File: config.mk
export PLATFORM = sky130hd
export DESIGN_NAME = arbitro_memoria_datos
export DESIGN_NICKNAME = d
export VERILOG_FILES = /design/src/rtl/arbitro_memoria_datos.sv
export SDC_FILE = /design/constraint.sdc
export NUM_CORES = 1
export LEC_CHECK = 0
export CAP_MARGIN = 20
export CORE_MARGIN = 8
export CORE_UTILIZATION = 35
export DETAILED_ROUTE_END_ITERATION = 7
export GPL_TIMING_DRIVEN = 0
export PLACE_DENSITY = 0.84
export SLEW_MARGIN = 20
export SYNTH_ARGS = -nofsm -noshare
export SYNTH_HDL_FRONTEND = slang
export SYNTH_SLANG_ARGS = --single-unit
File: constraint.sdc
create_clock -name clk -period 3.14 [get_ports clk]
set_clock_uncertainty 0.15 [all_clocks]
set_input_delay 0.314 -clock clk [delete_from_list [all_inputs] [get_ports clk]]
set_output_delay 0.314 -clock clk [all_outputs]
set_load 0.005 [all_outputs]
File: src/rtl/arbitro_memoria_datos.sv
// Arbiter sharing the single-port data memory between the CPU load/store path and the video fetch unit.
// Optional anti-starvation for the video side is enabled with `define ARBITRO_ANTIHAMBRE_EN.
module arbitro_memoria_datos #(
  parameter int ANCHO_DIR  = 32,
  parameter int ANCHO_DATO = 32,
  parameter int LATENCIA   = 1,
  parameter int MAX_ESPERA = 8
) (
  input  logic                  clk,
  input  logic                  resetN,
  input  logic                  cpuReq,
  input  logic                  cpuWr,
  input  logic [ANCHO_DIR-1:0]  cpuDirec,
  input  logic [ANCHO_DATO-1:0] cpuDatoIn,
  output logic                  cpuGnt,
  output logic                  cpuValido,
  output logic [ANCHO_DATO-1:0] cpuDato,
  input  logic                  vgaReq,
  input  logic [ANCHO_DIR-1:0]  vgaDirec,
  output logic                  vgaGnt,
  output logic                  vgaValido,
  output logic [ANCHO_DATO-1:0] vgaDato,
  output logic [ANCHO_DIR-1:0]  memDirec,
  output logic [ANCHO_DATO-1:0] memDatoOut,
  output logic                  memWr,
  output logic                  memRd,
  input  logic [ANCHO_DATO-1:0] memDatoIn,
  output logic                  ocupado
);

  if (LATENCIA < 1 || LATENCIA > 4 || MAX_ESPERA < 1) begin : g_param_chk
    $error("arbitro_memoria_datos: LATENCIA must be 1..4 and MAX_ESPERA >= 1");
  end

  typedef enum logic [1:0] {LIBRE, ACCESO, ESPERA} estado_t;

  localparam int CW = $clog2(LATENCIA + 1);

  estado_t               estado_q, estado_d;
  logic [CW-1:0]         cuenta_q, cuenta_d;
  logic [ANCHO_DIR-1:0]  dir_q, dir_d;
  logic [ANCHO_DATO-1:0] wdato_q, wdato_d;
  logic                  wr_q, wr_d;
  logic                  es_vga_q, es_vga_d;
  logic                  cpu_valido_q, cpu_valido_d;
  logic                  vga_valido_q, vga_valido_d;
  logic [ANCHO_DATO-1:0] cpu_dato_q, cpu_dato_d;
  logic [ANCHO_DATO-1:0] vga_dato_q, vga_dato_d;
  logic                  gana_vga;

`ifdef ARBITRO_ANTIHAMBRE_EN
  localparam int HW = $clog2(MAX_ESPERA + 1);
  logic [HW-1:0] hambre_q, hambre_d;

  // Counts CPU grants the video side has sat through; any video grant or idle video side clears it.
  always_comb begin
    hambre_d = hambre_q;
    if (!vgaReq || vgaGnt)
      hambre_d = '0;
    else if (cpuGnt && hambre_q != HW'(MAX_ESPERA))
      hambre_d = hambre_q + HW'(1);
  end

  always_ff @(posedge clk) begin
    if (!resetN) hambre_q <= '0;
    else         hambre_q <= hambre_d;
  end

  assign gana_vga = vgaReq && (!cpuReq || hambre_q == HW'(MAX_ESPERA));
`else
  assign gana_vga = vgaReq && !cpuReq;
`endif

  always_comb begin
    // NOTE: every variable gets a default before the case so no path leaves it unassigned (no latches).
    estado_d     = estado_q;
    cuenta_d     = cuenta_q;
    dir_d        = dir_q;
    wdato_d      = wdato_q;
    wr_d         = wr_q;
    es_vga_d     = es_vga_q;
    cpu_valido_d = 1'b0;
    vga_valido_d = 1'b0;
    cpu_dato_d   = cpu_dato_q;
    vga_dato_d   = vga_dato_q;
    case (estado_q)
      LIBRE: begin
        if (cpuReq || vgaReq) begin
          es_vga_d = gana_vga;
          dir_d    = gana_vga ? vgaDirec : cpuDirec;
          wdato_d  = gana_vga ? wdato_q : cpuDatoIn;
          wr_d     = !gana_vga && cpuWr;
          estado_d = ACCESO;
        end
      end
      ACCESO: begin
        if (wr_q) begin
          cpu_valido_d = 1'b1;
          estado_d     = LIBRE;
        end else begin
          cuenta_d = CW'(LATENCIA);
          estado_d = ESPERA;
        end
      end
      ESPERA: begin
        cuenta_d = cuenta_q - CW'(1);
        if (cuenta_q == CW'(1)) begin
          estado_d = LIBRE;
          if (es_vga_q) begin
            vga_valido_d = 1'b1;
            vga_dato_d   = memDatoIn;
          end else begin
            cpu_valido_d = 1'b1;
            cpu_dato_d   = memDatoIn;
          end
        end
      end
      default: estado_d = LIBRE;
    endcase
  end

  // NOTE: state registers use non-blocking assignments so every flop samples the pre-edge values.
  always_ff @(posedge clk) begin
    if (!resetN) begin
      // NOTE: the datapath copies are reset too because they drive outputs that must read 0 in reset.
      estado_q     <= LIBRE;
      cuenta_q     <= '0;
      dir_q        <= '0;
      wdato_q      <= '0;
      wr_q         <= 1'b0;
      es_vga_q     <= 1'b0;
      cpu_valido_q <= 1'b0;
      vga_valido_q <= 1'b0;
      cpu_dato_q   <= '0;
      vga_dato_q   <= '0;
    end else begin
      estado_q     <= estado_d;
      cuenta_q     <= cuenta_d;
      dir_q        <= dir_d;
      wdato_q      <= wdato_d;
      wr_q         <= wr_d;
      es_vga_q     <= es_vga_d;
      cpu_valido_q <= cpu_valido_d;
      vga_valido_q <= vga_valido_d;
      cpu_dato_q   <= cpu_dato_d;
      vga_dato_q   <= vga_dato_d;
    end
  end

  assign cpuGnt     = (estado_q == ACCESO) && !es_vga_q;
  assign vgaGnt     = (estado_q == ACCESO) && es_vga_q;
  assign memWr      = (estado_q == ACCESO) && wr_q;
  assign memRd      = (estado_q == ACCESO) && !wr_q;
  assign memDirec   = dir_q;
  assign memDatoOut = wdato_q;
  assign cpuValido  = cpu_valido_q;
  assign vgaValido  = vga_valido_q;
  assign cpuDato    = cpu_dato_q;
  assign vgaDato    = vga_dato_q;
  assign ocupado    = (estado_q != LIBRE);

endmodule
==> results.yml <==
run_status:
  status: "finished, final reports clean"
power:
  power_mw: 4.814
  ir_worst_vdd_mv: 0.3193
  power.density_mw_per_mm2: 560.5
  cellLeakagePower_nw: 3.106
place:
  io_buffers: 265
  post-dp-hpwl_mm: 14.24
  gp_congestion: 0.7890
critical_path:
  crit_top_cell: "inv_1"
  arrival_ns: 2.22
  start_kind: "flop"
  reg2regPathDepth: 7
  critPathMaxFanout: 10
  critPathKind: "flop to output pin"
  critPathTopFamily: "buffers and inverters"
  cp_num_buf_inv: 5
  worstPathCellList: "inv_1 -> ha_1 -> buf_2 -> buf_1 -> inv_1 -> clkdlybuf4s50_1"
  slowest_delay_ns: 0.46
  timing.rr.start: "estado_q[0]"
  rrSetupSlack_ns: 1.30
  cpMaxStageDelayCell: "clkdlybuf4s50_1"
  crit_required_ns: 2.68
  r2r_end: "memDatoOut[22]"
  endpoint_kind: "output pin"
flow_run:
  cap_violations: 0
timing:
  slew_headroom: 0.6194
  worstMarginPinSlew_ns: 0.5709
  fin_crit_sh: 0.8540
  max_freq_mhz: 372.9
  timing.final.crit_period_ns: 2.682
  rsz0062_at_grt: "no"
  setup_viol: 0
  hold_viol_final: 0
  fin_setup_tns_ns: 0
  slew_viol_final: 0
final_layout:
  ff_latch_area_mm2: 0.002703
  multi_input_area_mm2: 0.002100
  area_growth_pct: 68.14
  insertedDiodeCount: 0
  finalNetCount: 1053
  drive_gt1_frac: 0.07427
  n_fill_cell: 1303
logic_synthesis:
  synth_common_cells: "nand2_1 (198), dfxtp_1 (135), a21oi_1 (132)"
  synth_cells: 632
  synth_edf_count: 0
  yosys-top-cells-area: "dfxtp_1 (53%), nand2_1 (15%), a21oi_1 (13%)"
  synth_warnings: 0
  synth_top_flop_cell: "dfxtp_1"
  synth.distinct_cells: 28
  synth_area_leader_cell: "dfxtp_1"
  yosysMostFrequentCell: "nand2_1"
  async_reset_ff_frac: 0
  netlist_area_mm2: 0.005109
  synth_nets: 769
  ys_ff_latch: 135
  syn_area_per_cell_um2: 8.083
  ys_seq_area_frac: 0.5290
  synth_top_area_frac: 0.5290
clock_network:
  ctsHoldBuffers: 0
  cts_tree: "done"
  clk_pin_slew_ns: 0.06
  clkSinkCount: 135
  cts-resized-gates: 0
  clockBufferDepth: 2
  clock_latency_ns: 0.41
  cts_root_buf: "clkbuf_16"
  cts_made_buffers: 17
  htree_levels: 4
  cts_setup_buffers: 0
grt:
  grt_max_degree: 17
  first_global_vias: 5628
  grt_antenna_before_repair: 0
  track_usage: 0.1979
  grt_pass1_wl_mm: 28.96
  grt-ovfl-total: 0
die:
  die_width_um: 136.8
  dieArea_mm2: 0.01872
  row_count: 44
  io_pins: 268
  die_h_um: 136.8
  core-area_mm2: 0.01442
  initial_core_util: 0.3542
detailed_routing:
  drc: 0
  ant_nets: 0
  wl_per_cell_um: 16.52
  wirelength_mm: 18.39
  drt_iter0_drc: 192
  via_per_inst: 4.864
  num_vias: 5414
  dr.pass1.iters: 4
min_path:
  hp-class: "input port to flop"
  worstHoldPathCells: 3
  worstHoldEndpoint: "estado_q[1]"
  min_from: "resetN"
## where the power goes
group / switching [mW] / internal [mW]
registers: 0.0749 / 1.85
clock network: 0.728 / 1.26
logic: 0.401 / 0.499
## metrics by stage
step | instances | instance area [um2] | worst slack (ns) | util | hold WS [ns]
4_1_cts | 1113 | 8589 | 0.4274 | 0.5955 | 0.07258
3_3_place_gp | 1081 | 7991 | 0.9087 | 0.5540 | 0.2905
6_report | 1113 | 8589 | 0.4584 | 0.5955 | 0.09601
5_1_grt | 1113 | 8589 | 0.3218 | 0.5955 | 0.09737
2_1_floorplan | 632 | 5109 | 1.601 | - | 0.3000
3_5_place_dp | 1081 | 7991 | 0.8929 | 0.5540 | 0.2953
## layout by cell type (no fill, tap or decap), drive strengths merged, types with 6 or more instances in the layout
master	n
clkbuf	33
buf	38
o22ai	12
dfxtp	135
clkinv	7
o21ai	53
or3b	20
clkdlybuf4s50	265
nand2	198
inv	6
a21oi	132
## registers in the layout (all words and copies together) (netlist names)
register	flops
cuenta_q	1
cpuValido	1
estado_q	2
vgaDato	32
es_vga_q	1
memDatoOut	32
cpuDato	32
vgaValido	1
wr_q	1
memDirec	32
## routing by layer
layer	routed length (um)	up-vias	part of all wire	track usage
met5	0	-	0	0
met4	312	0	0.017	0.07182
met3	1803	20	0.098	0.08737
met2	9354	207	0.51	0.3465
met1	6922	2502	0.38	0.2058
li1	-	2685	-	-
## final cells by class
class / instances / area share
Sequential cell: 135 / 0.3146
Timing Repair Buffer: 265 / 0.3088
Multi-Input combinational cell: 439 / 0.2444
Clock buffer: 19 / 0.05157
Buffer: 52 / 0.03307
Tap cell: 184 / 0.02680
Clock inverter: 13 / 0.01806
Inverter: 6 / 0.002622
## tightest hold or removal path, cell delays in order
cell,delay [ns]
buf_2,0.17
nand2_1,0.07
mux2i_1,0.06
## cell families (layout without fill, tap and decap cells)
logic type / Yosys count / in the layout / share of synthesized area
adders and majority gates: 4 / 4 / 0.009797
buffers and inverters: 58 / 355 / 0.06000
muxes: 1 / 1 / 0.001959
and+or+nand+nor: 234 / 234 / 0.1986
AOI/OAI and AO/OA: 200 / 200 / 0.2006
DFF: 135 / 135 / 0.5290
## worst max path at each step
stage / from / end / cells past startpoint
after detailed placement: estado_q[0] / ocupado / 6
final: estado_q[0] / ocupado / 6
after global routing: estado_q[0] / ocupado / 6
after global placement: estado_q[0] / ocupado / 6
after floorplan: estado_q[0] / ocupado / 5
after CTS: estado_q[0] / ocupado / 6
(Power assumes the default switching activity.)
==> RTL change, RTL diff (same settings) <==
Set the parameter `ANCHO_DATO` to 64 (it was 32).
--- a/src/rtl/arbitro_memoria_datos.sv
+++ b/src/rtl/arbitro_memoria_datos.sv
@@ -2,7 +2,7 @@
 // Optional anti-starvation for the video side is enabled with `define ARBITRO_ANTIHAMBRE_EN.
 module arbitro_memoria_datos #(
   parameter int ANCHO_DIR  = 32,
-  parameter int ANCHO_DATO = 32,
+  parameter int ANCHO_DATO = 64,
   parameter int LATENCIA   = 1,
   parameter int MAX_ESPERA = 8
 ) (
Interface: changed (5 resized); port bits go from 268 to 428. The function was not compared with the original's and may differ.
==> RTL change against the original RTL <==
Sequential cell count rose by 96; die area up 57%; final area increased by 62%; clock power rose by 40%; wire length up 81%; synthesized area increased by 66%; worst setup slack got worse by 0.10 ns; critical path type unchanged; power grew 51%; largest cell class unchanged.
==> RTL change: results (changes against the original RTL) <==
metric;value;unit;change
Buffers excl. clock;508;;was 317
Reg area;0.00462;mm²;was 0.00270 mm²
Synth top cells by count;nand2_1, dfxtp_1, a21oi_1;;unchanged
syn_area_per_cell;8.08;µm²;about the same
multiplexer share of the synthesized area;0.118;%;was 0.196%
Vias;8979;;was 5414
ranking of synthesized cells by area;dfxtp_1, nand2_1, a21oi_1;;unchanged
Slew Limit Headroom;57.9;%;was 61.9%
fin nets;1700;;was 1053
WL per Instance;18.1;µm;was 16.5 µm
Adder-Cell Fraction of Synth Area;0.592;%;was 0.980%
Yosys cell types;31;;was 28
switching pwr;1.84;mW;was 1.20 mW
complex-gate fraction of the synthesized area;17.8;%;was 20.1%
gpl congestion;0.901;;was 0.789
IO buf count;425;;was 265
clk tree area frac;5.54;%;was 6.96%
CLK BUF;40;;was 19
WP data arrival;2.32;ns;was 2.22 ns
H-Tree Level Count;1;;was 4
placed cells;1795;;was 1081
status;finished, final reports clean;;unchanged
Seq pwr share;44.1;%;was 39.9%
clock tree buffer depth;3;;was 2
DP Area;0.0131;mm²;was 0.00799 mm²
==> RTL change: cell types whose count changed after synthesis, moves of 2 or more <==
cell / unedited run / this run
nand2_1: 198 / 389
dfxtp_1: 135 / 231
clkbuf_1: 14 / 25
clkbuf_2: 0 / 2
buf_4: 5 / 12
buf_6: 5 / 16
a21oi_1: 132 / 228
==> RTL change: final timing paths <==
path / start / to / slack, ns / cells past startpoint
worst min register to register: cpuDato[3] / cpuDato[3] / 0.30 / 2
worst max register to register: estado_q[0] / cpuDato[11] / 1.26 / 6
worst max-delay path: estado_q[0] / ocupado / 0.36 / 6
worst min-delay path: cpuReq / memDirec[0] / 0.18 / 4
==> RTL change: per-layer routing <==
| layer | up-vias | track usage, % | share of wire, % |
|---|---|---|---|
| met5 | - | 0 | 0 |
| met4 | 0 | 10.6 | 5.2 |
| met3 | 102 | 6.79 | 9.5 |
| met2 | 396 | 36.8 | 48 |
| met1 | 4131 | 23.3 | 37 |
| li1 | 4350 | - | - |
